`src/rtl/reg_wb_arbiter.sv`:
```
// reg_wb_arbiter: shares the register-file write port between the pipeline (A, fixed priority)
// and a FIFO-buffered auxiliary writer (B) with a starvation guard and pending-read flags.
module reg_wb_arbiter #(
    parameter int DEPTH        = 4,
    parameter int STARVE_LIMIT = 8,
    parameter int ADDR_W       = 5,
    parameter int DATA_W       = 32,
    localparam int CW          = $clog2(DEPTH) + 1
) (
    input  logic              CLK,
    input  logic              RESET,
    input  logic              A_VALID,
    input  logic [ADDR_W-1:0] A_ADDR,
    input  logic [DATA_W-1:0] A_DATA,
    output logic              A_STALL,
    input  logic              B_VALID,
    output logic              B_READY,
    input  logic [ADDR_W-1:0] B_ADDR,
    input  logic [DATA_W-1:0] B_DATA,
    output logic              REG_WRITE_EN,
    output logic [ADDR_W-1:0] REG_INADDRESS,
    output logic [DATA_W-1:0] REG_DATA_IN,
    input  logic [ADDR_W-1:0] RD1_ADDR,
    input  logic [ADDR_W-1:0] RD2_ADDR,
    output logic              RD1_PENDING,
    output logic              RD2_PENDING,
    output logic [CW-1:0]     FIFO_COUNT
);
    localparam int PW = $clog2(DEPTH);
    localparam int SW = $clog2(STARVE_LIMIT + 1);

    logic [ADDR_W-1:0] addr_q [DEPTH];
    logic [DATA_W-1:0] data_q [DEPTH];
    logic [PW-1:0]     rd_ptr, wr_ptr;
    logic [CW-1:0]     count;
    logic [SW-1:0]     starve;
    logic              nonempty, starve_fire, grant_a, grant_b, push;
    logic              hit1, hit2;

    assign B_READY     = !RESET && (count < CW'(DEPTH));
    assign push        = B_VALID && B_READY && (B_ADDR != '0);
    assign nonempty    = count != '0;
    assign starve_fire = (starve == SW'(STARVE_LIMIT)) && nonempty;
    assign grant_a     = !starve_fire && A_VALID && (A_ADDR != '0);
    assign grant_b     = nonempty && !grant_a;
    assign A_STALL     = starve_fire;
    assign FIFO_COUNT  = count;

    always_ff @(posedge CLK) begin
        if (push) begin
            addr_q[wr_ptr] <= B_ADDR;
            data_q[wr_ptr] <= B_DATA;
        end
    end

    always_ff @(posedge CLK) begin
        if (RESET) begin
            REG_WRITE_EN  <= 1'b0;
            REG_INADDRESS <= '0;
            REG_DATA_IN   <= '0;
            rd_ptr        <= '0;
            wr_ptr        <= '0;
            count         <= '0;
            starve        <= '0;
        end else begin
            REG_WRITE_EN  <= grant_a || grant_b;
            REG_INADDRESS <= grant_a ? A_ADDR : grant_b ? addr_q[rd_ptr] : REG_INADDRESS;
            REG_DATA_IN   <= grant_a ? A_DATA : grant_b ? data_q[rd_ptr] : REG_DATA_IN;
            wr_ptr        <= push ? wr_ptr + PW'(1) : wr_ptr;
            rd_ptr        <= grant_b ? rd_ptr + PW'(1) : rd_ptr;
            count         <= count + CW'(push) - CW'(grant_b);
            starve        <= (grant_b || !nonempty) ? '0 :
                             (grant_a && starve != SW'(STARVE_LIMIT)) ? starve + SW'(1) : starve;
        end
    end

    // Only entries between rd_ptr and rd_ptr+count are live; stale slots must not match.
    always_comb begin
        hit1 = 1'b0;
        hit2 = 1'b0;
        for (int i = 0; i < DEPTH; i++) begin
            hit1 = hit1 | ((CW'(i) < count) && (addr_q[rd_ptr + PW'(i)] == RD1_ADDR));
            hit2 = hit2 | ((CW'(i) < count) && (addr_q[rd_ptr + PW'(i)] == RD2_ADDR));
        end
        RD1_PENDING = hit1 && (RD1_ADDR != '0);
        RD2_PENDING = hit2 && (RD2_ADDR != '0);
    end
endmodule

```
`config.mk`:
```
export PLATFORM = sky130hd
export DESIGN_NAME = reg_wb_arbiter
export DESIGN_NICKNAME = d
export VERILOG_FILES = /design/src/rtl/reg_wb_arbiter.sv
export SDC_FILE = /design/constraint.sdc
export NUM_CORES = 1
export LEC_CHECK = 0
export ABC_CLOCK_PERIOD_IN_PS = 2540
export CAP_MARGIN = 5
export CORE_ASPECT_RATIO = 1.5
export CORE_MARGIN = 1.5
export CORE_UTILIZATION = 49
export CTS_CLUSTER_DIAMETER = 50
export CTS_CLUSTER_SIZE = 10
export DETAILED_ROUTE_END_ITERATION = 8
export PLACE_DENSITY_LB_ADDON = 0.25
export SYNTH_ARGS = -nofsm -noshare
export SYNTH_HDL_FRONTEND = slang
export SYNTH_SLANG_ARGS = --single-unit
```
`constraint.sdc`:
```
create_clock -name CLK -period 2.54 [get_ports CLK]
set_input_delay 0.635 -clock CLK [delete_from_list [all_inputs] [get_ports CLK]]
set_output_delay 0.635 -clock CLK [all_outputs]
set_load 0.01 [all_outputs]
```
==> results.py <==
metrics = {
    "die": {
        "boundaryPins": 133,
        "placeableCoreArea_sq_mm": 0.0173,
        "die_area_sq_mm": 0.0184,
        "die_w_um": 111,
        "placementRows": 59,
        "die-height_um": 165,
        "floorplan.initialDensity_pct": 49.8,
    },
    "drt": {
        "drtPass1Iterations": 4,
        "drt_first_iter_violations": 267,
        "totalWireLength_um": 18900,
        "via_per_inst": 5.52,
        "ant_nets": 0,
        "routed_wire_length_per_instance_um": 20.1,
        "drc": 0,
        "routed-via-count": 5175,
    },
    "place": {
        "detailed_place_hpwl_um": 13400,
        "placed_cells_incl_taps": 892,
        "placed_instance_area_sq_mm": 0.0106,
        "routability_cong": 0.889,
        "port_buffers": 132,
    },
    "cts": {
        "cts_max_level": 4,
        "clk_path_buf_depth": 2,
        "path_clk_slew_ps": 70,
        "tritoncts_clock_tree": "built",
        "inserted_clock_buffers": 17,
        "clock_insertion_delay_worst_skew_ps": 430,
        "clock_sink_count": 199,
        "cts-hold-fix-buffers": 0,
        "master_cell_of_the_clock_root_buffer": "clkbuf_16",
    },
    "power": {
        "power.static_leakage_nw": 4.01,
        "power_per_cell_area_mw_per_mm2": 876,
        "post-layout-total-power_mw": 9.94,
        "peakVddDrop_v": 0.000571,
    },
    "sta": {
        "max_freq_mhz": 321,
        "min_period_ps": 3120,
        "worst_clock_skew_ps": 10.7,
        "timing_worst_slew_pin_value_ps": 617,
        "totalNegativeSetupSlack_ps": -1130,
        "hold_violations": 0,
        "unrepaired_setup_endpoints_after_global_routing": "true",
        "finalCritPeriodShare_pct": 123,
        "slew_headroom_pct": 58.9,
        "fin_worst_setup_slack_ps": -579,
        "setup_violating_endpoint_count_in_the_final_report": 2,
        "drv_slew": 0,
    },
    "critical_path": {
        "critPathCaptureType": "output port",
        "path_max_fanout": 7,
        "critical_path_arrival_ps": 2480,
        "critPathLaunchType": "flop",
        "cp.required_ps": 1900,
        "crit_type": "reg -> out",
    },
    "outcome": {
        "run_status": "complete, but fails checks",
        "failing_checks": "setup timing",
    },
    "layout": {
        "antenna-diode-count": 0,
        "post_route_cells_drive_above_1_share_pct": 25.6,
        "multi_input_area_sq_mm": 0.00295,
        "finalInstanceArea_sq_mm": 0.0114,
        "layout.area.seq_sq_mm": 0.00547,
        "nets": 809,
        "final_cells": 937,
        "n_fill_cell": 1249,
        "area_delta_synth_final_pct": 32.0,
    },
    "synth": {
        "netlist.area_leader.share_pct": 51.7,
        "synth_area_in_adders_pct": 1.54,
        "synth_commonest_cells": "148 x edfxtp_1, 52 x mux4_2, 51 x dfxtp_1",
        "number_of_flops_mapped_to_enable_cells_by_yosys": 148,
        "syn_warnings": 0,
        "synth_simple_gate_area_share_pct": 5.01,
        "synthFlopType": "edfxtp_1",
        "synth.avg_cell_area_sq_um": 16.3,
        "post_synthesis_xor_xnor_area_fraction_pct": 4.79,
        "synthDistinctLibCells": 39,
        "yosys.area.top_type": "edfxtp_1",
        "syn-cell-area_sq_mm": 0.00860,
        "ys_top_cells_by_area": "edfxtp_1 52%, mux4_2 14%, dfxtp_1 12%, mux2i_1 3.7%, xor2_1 3.0%",
        "synth-seq-area-share_pct": 63.6,
        "main_combinational_cell_family_by_area_after_synthesis": "multiplexers",
        "synth.mux.area_fraction_pct": 17.3,
        "synth_compound_area_share_pct": 4.64,
        "yosysMostFrequentCell": "edfxtp_1",
        "synthesis.nets": 625,
        "post_synth_inst_count": 527,
        "asyncSetResetFlopFracSynth_pct": 0,
        "synth_seq_cells": 199,
    },
    "global_route": {
        "vias_in_the_first_global_route": 5535,
        "grt_antenna_before_repair": 0,
        "gr-total-overflow": 0,
        "grt_start_max_net_pins": 49,
        "globalRouteTotalUtil_pct": 21.2,
        "grt_first_pass_wirelength_um": 29200,
    },
    "hold_path": {
        "worst_hold_path_type": "reg -> reg",
    },
    "job": {
        "drv.max_cap_violation_count": 0,
    },
}
## per-layer routing
layer | vias up | GRT usage [%] | wire length [um]
met3 | 38 | 4.31 | 752
met5 | - | 0 | 0
li1 | 2411 | - | -
met2 | 153 | 40.7 | 10700
met4 | 0 | 8.98 | 561
met1 | 2573 | 22.5 | 6850
## cell type report
cell class | instances | share of cell area [%]
inverters | 8 | 0.265
flip-flops and latches | 199 | 48.2
multi-input cells | 281 | 26.0
clock inverters | 15 | 1.27
repair buffers | 204 | 18.1
well taps | 213 | 2.35
clock buffers | 17 | 3.75
## critical path, cell delays in order (launching register included)
cell	delay, ps
dfxtp_4	370
buf_12	120
mux4_2	560
buf_6	140
xor2_1	130
nor4_1	310
a31oi_1	140
a21oi_1	140
buf_2	150
## registers in the layout (all words and copies together) (netlist names), named ones only
| register | flops |
|---|---|
| FIFO_COUNT | 3 |
| REG_DATA_IN | 32 |
| REG_INADDRESS | 5 |
| REG_WRITE_EN | 1 |
| addr_q | 20 |
| data_q | 128 |
| rd_ptr | 2 |
| starve | 4 |
| wr_ptr | 2 |
## layout by cell type (no fill, tap or decap), drive strengths merged, types with 5 or more instances in the layout
cell type and count:
a211oi 32, a21oi 5, buf 75, clkbuf 17, clkdlybuf4s50 123, clkinv 7
dfxtp 51, dlygate4sd2 5, edfxtp 148, ha 9, inv 14, mux2i 32
mux4 52, nand2 5, nor2 47, nor2b 8, nor3 8, nor4 6
o22ai 5, xnor2 18, xor2 29
## final timing paths
kind	from	to	slack, ps	cells past startpoint
setup / recovery	rd_ptr[0]	RD1_PENDING	-580	8
hold / removal	starve[0]	starve[0]	480	1
setup reg to reg	FIFO_COUNT[2]	FIFO_COUNT[1]	490	8
hold reg to reg	starve[0]	starve[0]	480	1
## through the flow
stage,setup slack [ps],util [%],hold WS (ps)
floorplan,2.10,-,430
global placement,-591,61.3,439
detailed placement,-657,61.3,475
CTS,-567,65.3,490
global route,-681,65.7,519
finish,-579,65.7,480
## cells by family after synthesis
logic type / after synthesis
flops: 199
simple gates: 90
mux: 84
compound gates: 50
xor+xnor: 47
buf+inv: 47
fa+ha+maj: 10
## what timing repair did
| item | CTS | global route |
|---|---|---|
| resized for setup | 23 | 9 |
| buffers inserted | 10 | 2 |
| pin swaps | 14 | 5 |
| cloned | 1 | 0 |
| setup endpoints to repair | 5 | 4 |
## power breakdown
| group | internal [mW] | total, mW | switching (mW) | leakage, nW |
|---|---|---|---|---|
| registers | 3.83 | 4.02 | 0.188 | 1.77 |
| clock network | 1.38 | 2.56 | 1.18 | 0.277 |
| logic | 1.85 | 3.37 | 1.52 | 1.96 |
| total | 7.05 | 9.94 | 2.89 | 4.01 |
Note: power is estimated with default switching activity, not from simulation.
